===== src/rtl/vmem_port_pkg.sv =====
// Shared constants and types for the CPU-side video-memory access port.
// Port offsets are relative to the 8-aligned base of the port window.
package vmem_port_pkg;

  localparam logic [2:0] OFS_PTR_LO  = 3'd0;
  localparam logic [2:0] OFS_PTR_HI  = 3'd1;
  localparam logic [2:0] OFS_DATA    = 3'd2;
  localparam logic [2:0] OFS_STRIDE  = 3'd3;
  localparam logic [2:0] OFS_CNT_LO  = 3'd4;
  localparam logic [2:0] OFS_CNT_HI  = 3'd5;
  localparam logic [2:0] OFS_CMD     = 3'd6;
  localparam logic [2:0] OFS_FILLVAL = 3'd7;

  localparam int unsigned CMD_START    = 0;
  localparam int unsigned CMD_ABORT    = 1;
  localparam int unsigned STAT_BUSY    = 0;
  localparam int unsigned STAT_OVERRUN = 1;

  typedef enum logic {
    StIdle,
    StFill
  } state_e;

endpackage


===== src/rtl/vmem_cpu_port_if.sv =====
// CPU port bus plus video-RAM write/read ports of the access port.
// The slave modport is the port block; master is its environment.
interface vmem_cpu_port_if #(
  parameter int unsigned ADDR_W = 16,
  parameter int unsigned DATA_W = 8
);
  logic [7:0]        port_id;
  logic              write_strobe;
  logic              read_strobe;
  logic [7:0]        out_port;
  logic [7:0]        in_data;
  logic              mem_we;
  logic [ADDR_W-1:0] mem_wr_addr;
  logic [DATA_W-1:0] mem_wdata;
  logic [ADDR_W-1:0] mem_rd_addr;
  logic [DATA_W-1:0] mem_rd_data;
  logic              busy;
  logic              done;

  modport slave (
    input  port_id, write_strobe, read_strobe, out_port, mem_rd_data,
    output in_data, mem_we, mem_wr_addr, mem_wdata, mem_rd_addr, busy, done
  );

  modport master (
    output port_id, write_strobe, read_strobe, out_port, mem_rd_data,
    input  in_data, mem_we, mem_wr_addr, mem_wdata, mem_rd_addr, busy, done
  );
endinterface


===== src/rtl/vmem_cpu_port.sv =====
// CPU-side video-memory port: strided pointer, data read/write with advance,
// and a fill engine that streams one write per cycle from a loaded count.
module vmem_cpu_port
  import vmem_port_pkg::*;
#(
  parameter int unsigned ADDR_W    = 16,
  parameter int unsigned DATA_W    = 8,
  parameter logic [7:0]  BASE_PORT = 8'h20
) (
  input logic            clk,
  input logic            rst,
  vmem_cpu_port_if.slave bus
);

  state_e            st_q, st_d;
  logic [ADDR_W-1:0] ptr_q, ptr_d, ptr_step;
  logic [7:0]        stride_q, stride_d;
  logic [15:0]       cnt_q, cnt_d;
  logic [DATA_W-1:0] fillval_q, fillval_d;
  logic              ovr_q, ovr_d;
  logic              we_q, we_d;
  logic [ADDR_W-1:0] waddr_q, waddr_d;
  logic [DATA_W-1:0] wdata_q, wdata_d;
  logic              busy_q, busy_d;
  logic              done_q, done_d;

  logic       in_win, wr_hit, rd_hit, abort, fill_step;
  logic [2:0] ofs;
  logic [7:0] in_data_c;

  assign ofs      = bus.port_id[2:0];
  assign in_win   = (bus.port_id[7:3] == BASE_PORT[7:3]);
  assign wr_hit   = bus.write_strobe & in_win;
  assign rd_hit   = bus.read_strobe & in_win;
  assign abort    = wr_hit && (ofs == OFS_CMD) && bus.out_port[CMD_ABORT];
  assign ptr_step = ptr_q + ADDR_W'(stride_q);

  always_comb begin
    st_d      = st_q;
    ptr_d     = ptr_q;
    stride_d  = stride_q;
    cnt_d     = cnt_q;
    fillval_d = fillval_q;
    ovr_d     = ovr_q;
    we_d      = 1'b0;
    waddr_d   = waddr_q;
    wdata_d   = wdata_q;
    busy_d    = 1'b0;
    done_d    = 1'b0;
    fill_step = 1'b0;

    if (wr_hit) begin
      if (busy_q) begin
        // Only CMD is live during a fill; abort is handled below.
        if (ofs != OFS_CMD) ovr_d = 1'b1;
      end else begin
        unique case (ofs)
          OFS_PTR_LO:  ptr_d[7:0] = bus.out_port;
          OFS_PTR_HI:  ptr_d[ADDR_W-1:8] = bus.out_port[ADDR_W-9:0];
          OFS_DATA: begin
            we_d    = 1'b1;
            waddr_d = ptr_q;
            wdata_d = bus.out_port[DATA_W-1:0];
            ptr_d   = ptr_step;
          end
          OFS_STRIDE:  stride_d = bus.out_port;
          OFS_CNT_LO:  cnt_d[7:0] = bus.out_port;
          OFS_CNT_HI:  cnt_d[15:8] = bus.out_port;
          OFS_CMD: begin
            if (bus.out_port[CMD_START] && !bus.out_port[CMD_ABORT]) begin
              if (cnt_q == 16'd0) done_d = 1'b1;
              else                fill_step = 1'b1;
            end
          end
          OFS_FILLVAL: fillval_d = bus.out_port[DATA_W-1:0];
        endcase
      end
    end

    if (rd_hit && !busy_q && (ofs == OFS_DATA)) ptr_d = ptr_step;
    if (rd_hit && (ofs == OFS_CMD)) ovr_d = 1'b0;

    if (st_q == StFill) begin
      if (abort) st_d = StIdle;
      else       fill_step = 1'b1;
    end

    // The start strobe itself issues the first fill write.
    if (fill_step) begin
      we_d    = 1'b1;
      waddr_d = ptr_q;
      wdata_d = fillval_q;
      ptr_d   = ptr_step;
      cnt_d   = cnt_q - 16'd1;
      busy_d  = 1'b1;
      if (cnt_q == 16'd1) begin
        st_d   = StIdle;
        done_d = 1'b1;
      end else begin
        st_d = StFill;
      end
    end
  end

  always_ff @(posedge clk or posedge rst) begin
    if (rst) begin
      st_q      <= StIdle;
      ptr_q     <= '0;
      stride_q  <= 8'd1;
      cnt_q     <= '0;
      fillval_q <= '0;
      ovr_q     <= 1'b0;
      we_q      <= 1'b0;
      waddr_q   <= '0;
      wdata_q   <= '0;
      busy_q    <= 1'b0;
      done_q    <= 1'b0;
    end else begin
      st_q      <= st_d;
      ptr_q     <= ptr_d;
      stride_q  <= stride_d;
      cnt_q     <= cnt_d;
      fillval_q <= fillval_d;
      ovr_q     <= ovr_d;
      we_q      <= we_d;
      waddr_q   <= waddr_d;
      wdata_q   <= wdata_d;
      busy_q    <= busy_d;
      done_q    <= done_d;
    end
  end

  always_comb begin
    in_data_c = '0;
    if (in_win) begin
      unique case (ofs)
        OFS_DATA: in_data_c[DATA_W-1:0] = bus.mem_rd_data;
        OFS_CMD: begin
          in_data_c[STAT_BUSY]    = busy_q;
          in_data_c[STAT_OVERRUN] = ovr_q;
        end
        default: in_data_c = '0;
      endcase
    end
  end

  assign bus.in_data     = in_data_c;
  assign bus.mem_we      = we_q;
  assign bus.mem_wr_addr = waddr_q;
  assign bus.mem_wdata   = wdata_q;
  assign bus.mem_rd_addr = ptr_q;
  assign bus.busy        = busy_q;
  assign bus.done        = done_q;

endmodule


===== src/flat_wrapper.sv =====
// flat-port wrapper written by rule: the top's interface ports become plain ports
module vmem_cpu_port_flat import vmem_port_pkg::*;
#(
  parameter int unsigned ADDR_W    = 16,
  parameter int unsigned DATA_W    = 8,
  parameter logic [7:0]  BASE_PORT = 8'h20
)
  (clk, rst, bus_port_id, bus_write_strobe, bus_read_strobe, bus_out_port, bus_mem_rd_data, bus_in_data, bus_mem_we, bus_mem_wr_addr, bus_mem_wdata, bus_mem_rd_addr, bus_busy, bus_done);
  vmem_cpu_port_if #(.ADDR_W(ADDR_W), .DATA_W(DATA_W)) bus_i ();
  input logic clk;
  input logic rst;
  input wire logic [$bits(bus_i.port_id)-1:0] bus_port_id;
  input wire logic [$bits(bus_i.write_strobe)-1:0] bus_write_strobe;
  input wire logic [$bits(bus_i.read_strobe)-1:0] bus_read_strobe;
  input wire logic [$bits(bus_i.out_port)-1:0] bus_out_port;
  input wire logic [$bits(bus_i.mem_rd_data)-1:0] bus_mem_rd_data;
  output wire logic [$bits(bus_i.in_data)-1:0] bus_in_data;
  output wire logic [$bits(bus_i.mem_we)-1:0] bus_mem_we;
  output wire logic [$bits(bus_i.mem_wr_addr)-1:0] bus_mem_wr_addr;
  output wire logic [$bits(bus_i.mem_wdata)-1:0] bus_mem_wdata;
  output wire logic [$bits(bus_i.mem_rd_addr)-1:0] bus_mem_rd_addr;
  output wire logic [$bits(bus_i.busy)-1:0] bus_busy;
  output wire logic [$bits(bus_i.done)-1:0] bus_done;
  assign bus_i.port_id = bus_port_id;
  assign bus_i.write_strobe = bus_write_strobe;
  assign bus_i.read_strobe = bus_read_strobe;
  assign bus_i.out_port = bus_out_port;
  assign bus_i.mem_rd_data = bus_mem_rd_data;
  assign bus_in_data = bus_i.in_data;
  assign bus_mem_we = bus_i.mem_we;
  assign bus_mem_wr_addr = bus_i.mem_wr_addr;
  assign bus_mem_wdata = bus_i.mem_wdata;
  assign bus_mem_rd_addr = bus_i.mem_rd_addr;
  assign bus_busy = bus_i.busy;
  assign bus_done = bus_i.done;
  vmem_cpu_port #(.ADDR_W(ADDR_W), .DATA_W(DATA_W), .BASE_PORT(BASE_PORT)) u_core (.clk(clk), .rst(rst), .bus(bus_i));
endmodule

===== config.mk =====
export PLATFORM = sky130hd
export DESIGN_NAME = vmem_cpu_port_flat
export DESIGN_NICKNAME = d
export VERILOG_FILES = /design/src/rtl/vmem_port_pkg.sv /design/src/rtl/vmem_cpu_port_if.sv /design/src/rtl/vmem_cpu_port.sv /design/src/flat_wrapper.sv
export SDC_FILE = /design/constraint.sdc
export NUM_CORES = 1
export LEC_CHECK = 0
export BUFFER_PORTS_ARGS = -buffer_cell sky130_fd_sc_hd__buf_4
export CORE_ASPECT_RATIO = 1.1
export CORE_MARGIN = 2
export CORE_UTILIZATION = 51
export CTS_CLUSTER_SIZE = 16
export DETAILED_ROUTE_END_ITERATION = 7
export GPL_ROUTABILITY_DRIVEN = 0
export PLACE_DENSITY = 0.77
export SETUP_SLACK_MARGIN = 0.2
export SLEW_MARGIN = 15
export SYNTH_ARGS = -nofsm -noshare
export SYNTH_HDL_FRONTEND = slang
export SYNTH_SLANG_ARGS = --single-unit

===== constraint.sdc =====
create_clock -name clk -period 2.7 [get_ports clk]
set_clock_uncertainty 0.15 [all_clocks]
set_input_delay 0.135 -clock clk [delete_from_list [all_inputs] [get_ports clk]]
set_output_delay 0.135 -clock clk [all_outputs]
set_load 0.03 [all_outputs]

==> results of run 1 <==
-- routing by layer --
metal / GRT usage / wire length, um / vias up
li1: - / - / 1881
met2: 0.445 / 6340 / 211
met5: 0 / 0 / -
met4: 0.117 / 385 / 0
met3: 0.0381 / 880 / 30
met1: 0.344 / 5200 / 2017
-- layout make-up --
cell class / instances / share of cell area
multi-input combinational: 335 / 0.403
clock buffer: 10 / 0.0216
clock inverter: 6 / 0.0148
timing repair buffer: 133 / 0.197
tap: 111 / 0.0235
inverter: 19 / 0.0129
sequential: 77 / 0.327
-- where the power goes --
group          internal (mW)  switching, mW
Combinational          0.910           1.18
Clock                  0.523          0.445
Sequential              1.47          0.313
-- placed cells by master, fill, tap and decap left out, types with 3 or more instances in the layout --
master         instances
or4_4                  4
xnor2_1                5
nor3_1                10
mux2_4                12
a31oi_1                9
dlygate4sd3_1         10
clkbuf_16              3
dfrtp_2                4
ha_1                   9
clkbuf_8               9
nor4_1                 3
nor2_1                43
nand4_1                5
a21oi_1               27
buf_12                 6
or3_1                  5
mux2_2                16
dfrtp_1               72
o22ai_1               10
a21oi_2                3
buf_4                111
nand3_1               10
o21ai_0               24
nand2_2                3
mux2i_1               12
nand2_1               47
nand3b_1               4
a2bb2oi_1              3
inv_1                 15
nand2b_1               4
and2_1                 8
inv_2                  3
-- kinds of logic (layout without fill, tap and decap cells) --
logic type | count (synthesis) | count (layout)
adders and majority gates | 11 | 11
xor gates and xnor gates | 5 | 5
muxes | 40 | 40
and+or+nand+nor | 172 | 173
buffers and inverters | 39 | 168
DFF | 77 | 77
AOI/OAI and AO/OA | 106 | 106
-- worst max-delay path: cells and delay by family (launching register included) --
kind | cells | cell delay [ns]
and+or+nand+nor | 3 | 0.82
DFF | 1 | 0.41
buffers and inverters | 3 | 0.37
muxes | 1 | 0.30
AOI/OAI and AO/OA | 1 | 0.20
adders and majority gates | 1 | 0.14
-- final timing paths --
check	start	end	slack [ns]	cells past startpoint
worst max-delay path	u_core.cnt_q[1]	u_core.bus.mem_wr_addr[7]	0.18	9
worst min register to register	u_core.bus.mem_wdata[1]	u_core.bus.mem_wdata[1]	0.34	2
max in group asynchronous	rst	u_core.bus.busy	1.50	4
worst min-delay path	bus_out_port[1]	u_core.cnt_q[9]	0.02	3
min in group asynchronous	rst	u_core.bus.mem_rd_addr[0]	0.22	3
worst max register to register	u_core.cnt_q[1]	u_core.bus.mem_wr_addr[7]	0.18	9
-- registers in the layout, indices dropped and copies added (netlist names) --
| name | count |
|---|---|
| u_core.cnt_q | 16 |
| u_core.bus.mem_rd_addr | 16 |
| u_core.bus.busy | 1 |
| u_core.stride_q | 8 |
| u_core.bus.mem_wdata | 8 |
| u_core.st_q | 1 |
| u_core.bus.done | 1 |
| u_core.bus.mem_we | 1 |
| u_core.bus.mem_wr_addr | 16 |
| u_core.ovr_q | 1 |
| u_core.fillval_q | 8 |
-- metrics by stage --
stage | hold slack [ns] | std cells | total power [mW]
final | 0.0171 | 691 | 4.84
after global placement | 0.0312 | 644 | 3.59
after global routing | 0.0432 | 691 | 5.09
after CTS | 0.00654 | 681 | 4.67
after floorplan | 0.124 | 450 | 2.94
after detailed placement | 0.0390 | 644 | 3.66
-- what timing repair did --
item,4_1_cts,5_1_grt
endpoints found under the setup margin,42,51
pin swaps,4,7
gates resized for setup,21,29
setup buffers,10,7
hold endpoints to repair,49,0
gates cloned,1,3
hold buffers,10,0
==> impl_metrics.py, run 1 <==
metrics = {
    "worst_setup_path": {
        "worst-path-max-fanout": 7,
        "worstSetupStartpointType": "flop",
        "end_kind": "flop",
        "crit_path_top_delay_cell": "or4b_4",
        "path_cells": "inv_2 -> ha_4 -> or4b_4 -> nor4_4 -> o21a_4 -> inv_6 -> nor2_4 -> clkbuf_16 -> mux2_4",
        "worst-endpoint-arrival_ns": 2.61,
        "worst_ep_required_time_ns": 2.79,
        "criticalPathCategory": "reg -> reg",
        "critical-path-max-stage-delay_ns": 0.47,
    },
    "floorplanning": {
        "floorplan.rows": 35,
        "initial_utilization": 0.519,
        "io-pin-count": 79,
        "die_height_um": 100,
        "core-area_um2": 8320,
        "die_area_um2": 9210,
        "die_width_um": 91.7,
    },
    "synthesis": {
        "synthesis.nets": 489,
        "asyncSetResetFlopFracSynth": 1.00,
        "count_of_state_elements_after_synthesis": 77,
        "yosys.cell_types.count": 63,
        "synthAdderAreaFrac": 0.0336,
        "synth_top_family_by_area": "simple AND/OR/NAND/NOR gates",
        "synth_largest_area_cell": "dfrtp_1",
        "synth_compound_area_frac": 0.153,
        "parity_gate_share_of_the_synthesized_area_counting_xor_and_xnor_cells": 0.0101,
        "post_synth_most_frequent_cells": "dfrtp_1 (76), nand2_1 (48), nor2_1 (43)",
        "syn_avg_cell_area_um2": 9.59,
        "syn_inst": 450,
        "synth_edf_count": 0,
        "yosysMostFrequentCell": "dfrtp_1",
        "synth_simple_gate_area_frac": 0.203,
        "synth_top_cell_area_share": 0.441,
        "mappedNetlistArea_um2": 4320,
        "synth.top_cells.by_area": "dfrtp_1 (44%), mux2_2 (5.5%), nand2_1 (4.2%)",
        "synth_top_flop_cell": "dfrtp_1",
        "number_of_synthesis_warnings": 0,
        "synthMuxAreaShare": 0.107,
        "synth_seq_area_share": 0.447,
    },
    "detailed_routing": {
        "initialDrtViolationCount": 281,
        "route.vias.total": 4139,
        "wl_per_cell_um": 18.5,
        "drc": 0,
        "remaining_number_of_nets_flagged_by_the_antenna_check_after_routing": 0,
        "vias_per_cell": 5.99,
        "totalWireLength_mm": 12.8,
        "detail_route.first_pass.iterations": 5,
    },
    "clock_network": {
        "cts.path.max_buffers": 2,
        "cts-htree-levels": 3,
        "tritoncts_num_sinks": 77,
        "numCtsBuffers": 9,
        "clock_latency_ns": 0.35,
        "tritoncts": "built",
        "cts_root_buffer": "clkbuf_8",
        "clock_slew_at_reported_path_ffs_ns": 0.08,
    },
    "sta": {
        "slew_headroom": 0.528,
        "setup_viol_count_final": 0,
        "period_needed_ns": 2.52,
        "setup-tns-final_ns": 0,
        "final_critical_path_setup_slack_ns": 0.183,
        "hold_viol_final": 0,
        "worst_pin_slew_ns": 0.708,
        "final_worst_path_period_share": 0.932,
        "grt_setup_unrepaired": "yes",
        "fmax_ghz": 0.397,
        "timing.final.max_slew_violations": 0,
    },
    "place": {
        "placed_area_um2": 5160,
        "placement.io_buffers": 78,
        "dp_hpwl_mm": 8.28,
        "dpl_worst_slack_ns": -0.0283,
    },
    "finish": {
        "diodes_inserted": 0,
        "multiInputGateArea_um2": 2380,
        "layout.cell_area.non_filler_um2": 5910,
        "area_growth_pct": 37.0,
        "fin_nets": 614,
        "ff_latch_area_um2": 1930,
        "share_of_final_layout_standard_cells_stronger_than_drive_strength_1": 0.369,
        "final_util": 0.711,
        "final.fill_count": 596,
    },
    "power_and_ir_drop": {
        "static-leakage-power_nw": 2.78,
        "cellPowerDensity_nw_per_um2": 819,
        "ir_drop_uv": 606,
    },
    "run_status": {
        "status": "complete, no violations",
    },
    "global_route": {
        "grt_usage": 0.265,
        "grt_antenna_before_repair": 0,
        "grt_first_pass_wirelength_mm": 19.4,
        "globalRoute.totalOverflow": 0,
        "via_count_of_the_first_global_routing_pass": 3987,
        "grt_max_degree": 36,
    },
    "worst_hold_path": {
        "min_path_type": "in -> reg",
    },
    "flow_run": {
        "max-cap-violations": 0,
    },
}
Note: power is estimated with default switching activity, not from simulation.
==> run 2, diff against run 1 <==
Settings changed: CORE_MARGIN 2 to 1.5, MAX_ROUTING_LAYER set to met4.
==> run 2 against run 1 <==
Against the previous run: clock power is 14% lower; critical path depth is 1 lower; global-route usage grew 2.5 points; combinational power hardly changed; clock-buffer cell count fell by 1.
==> impl_metrics.py, run 2 (same netlist as run 1, synthesis figures left out) <==
metrics = {
    "global_route": {
        "grt_max_degree": 43,
        "globalRoute.totalOverflow": 0,
        "grt_usage": 0.290,
        "via_count_of_the_first_global_routing_pass": 4100,
        "grt_first_pass_wirelength_mm": 19.8,
        "grt_antenna_before_repair": 0,
    },
    "sta": {
        "period_needed_ns": 2.58,
        "fmax_ghz": 0.387,
        "final_worst_path_period_share": 0.957,
        "timing.final.max_slew_violations": 0,
        "slew_headroom": 0.395,
        "setup_viol_count_final": 0,
        "final_critical_path_setup_slack_ns": 0.116,
        "worst_pin_slew_ns": 0.901,
        "grt_setup_unrepaired": "yes",
        "hold_viol_final": 0,
        "setup-tns-final_ns": 0,
    },
    "clock_network": {
        "cts-htree-levels": 3,
        "cts_root_buffer": "clkbuf_8",
        "clock_latency_ns": 0.36,
        "tritoncts": "built",
        "tritoncts_num_sinks": 77,
        "cts.path.max_buffers": 2,
        "numCtsBuffers": 9,
        "clock_slew_at_reported_path_ffs_ns": 0.09,
    },
    "place": {
        "placed_cells": 647,
        "dpl_worst_slack_ns": -0.149,
        "placement.io_buffers": 78,
        "dp_hpwl_mm": 8.43,
        "placed_area_um2": 5180,
    },
    "worst_setup_path": {
        "worst-path-max-fanout": 7,
        "crit_path_top_delay_cell": "or4_4",
        "worst-endpoint-arrival_ns": 2.73,
        "critical-path-max-stage-delay_ns": 0.57,
        "end_kind": "flop",
        "worstSetupStartpointType": "flop",
        "criticalPathCategory": "reg -> reg",
        "cell_depth_of_the_worst_flop_to_flop_path": 8,
        "crit_top_cell": "buf_4",
        "path_cells": "or4_4 -> buf_4 -> o31a_2 -> buf_6 -> o211ai_1 -> buf_4 -> o22ai_1 -> a2bb2oi_2",
        "worst_ep_required_time_ns": 2.84,
    },
    "finish": {
        "share_of_final_layout_standard_cells_stronger_than_drive_strength_1": 0.374,
        "area_growth_pct": 35.6,
        "final_cell_mix": "buf_4 (118), dfrtp_1 (75), nand2_1 (47)",
        "final.fill_count": 598,
        "fin_nets": 619,
        "leading_cell_type_in_the_layout_fill_and_taps_excluded": "buf_4",
        "instances_no_fill": 696,
        "diodes_inserted": 0,
        "final_util": 0.707,
        "layout.cell_area.non_filler_um2": 5850,
    },
    "flow_run": {
        "max-cap-violations": 0,
    },
    "floorplanning": {
        "initial_utilization": 0.521,
        "core-area_um2": 8280,
        "die_height_um": 99.5,
        "die_width_um": 90.7,
        "die_area_um2": 9020,
        "floorplan.rows": 35,
        "io-pin-count": 79,
    },
    "worst_hold_path": {
        "min_path_type": "in -> reg",
        "hold_path_depth": 4,
    },
    "power_and_ir_drop": {
        "static-leakage-power_nw": 2.74,
        "cellPowerDensity_nw_per_um2": 799,
        "ir_drop_uv": 662,
    },
    "run_status": {
        "status": "complete, no violations",
    },
    "detailed_routing": {
        "vias_per_cell": 6.04,
        "route.vias.total": 4202,
        "remaining_number_of_nets_flagged_by_the_antenna_check_after_routing": 0,
        "initialDrtViolationCount": 449,
        "totalWireLength_mm": 13.1,
        "drc": 0,
        "wl_per_cell_um": 18.8,
        "detail_route.first_pass.iterations": 7,
    },
}
## run 2: routing by layer
| layer | vias up | GRT usage | wire length (um) |
|---|---|---|---|
| met4 | 0 | 0.151 | 469 |
| li1 | 1893 | - | - |
| met3 | 51 | 0.0550 | 1050 |
| met5 | - | - | 0 |
| met2 | 236 | 0.464 | 6360 |
| met1 | 2022 | 0.349 | 5210 |
## run 2: where the power goes
part	total, mW	leakage (nW)	switching [mW]	internal, mW
logic	2.06	1.69	1.18	0.888
registers	1.78	0.963	0.316	1.47
clock network	0.827	0.0877	0.482	0.345
## run 2: timing repair
item / 4_1_cts / 5_1_grt
cloned: 2 / 3
hold buffers: 8 / 0
buffers inserted: 7 / 13
endpoints found under the hold margin: 68 / 0
setup endpoints to repair: 50 / 50
gates resized for setup: 21 / 21
pin swaps: 9 / 5
## run 2: cell type report
cell class                      count  area (um^2)  area share
Clock buffer                        9          124      0.0212
Tap cell                          111          139      0.0237
Timing Repair Buffer              137         1160       0.198
Clock inverter                      7         57.6     0.00984
Sequential cell                    77         1930       0.330
Inverter                           19         77.6      0.0133
Multi-Input combinational cell    336         2370       0.405
## run 2: stage by stage
| stage | hold slack [ns] | total power, mW |
|---|---|---|
| global placement | 0.119 | 3.59 |
| floorplan | 0.124 | 2.94 |
| finish | 0.0569 | 4.67 |
| detailed placement | 0.121 | 3.66 |
| global route | 0.0589 | 4.91 |
| CTS | 0.0377 | 4.55 |
## run 2: worst paths after layout
check | startpoint | end | slack, ns
worst max-delay path | u_core.cnt_q[9] | u_core.bus.mem_rd_addr[14] | 0.12
worst min-delay path | bus_write_strobe | u_core.ovr_q | 0.06
worst max register to register | u_core.cnt_q[9] | u_core.bus.mem_rd_addr[14] | 0.12
worst min register to register | u_core.bus.mem_wdata[1] | u_core.bus.mem_wdata[1] | 0.34
max in group asynchronous | rst | u_core.bus.busy | 1.40
min in group asynchronous | rst | u_core.cnt_q[1] | 0.27
## run 2: worst max-delay path: cells and delay by family, from the launching register on
family                 cells  cell delay, ns
AO/OA/AOI/OAI              4            0.87
AND/OR/NAND/NOR            1            0.57
flip-flops                 1            0.41
buffers and inverters      3            0.51
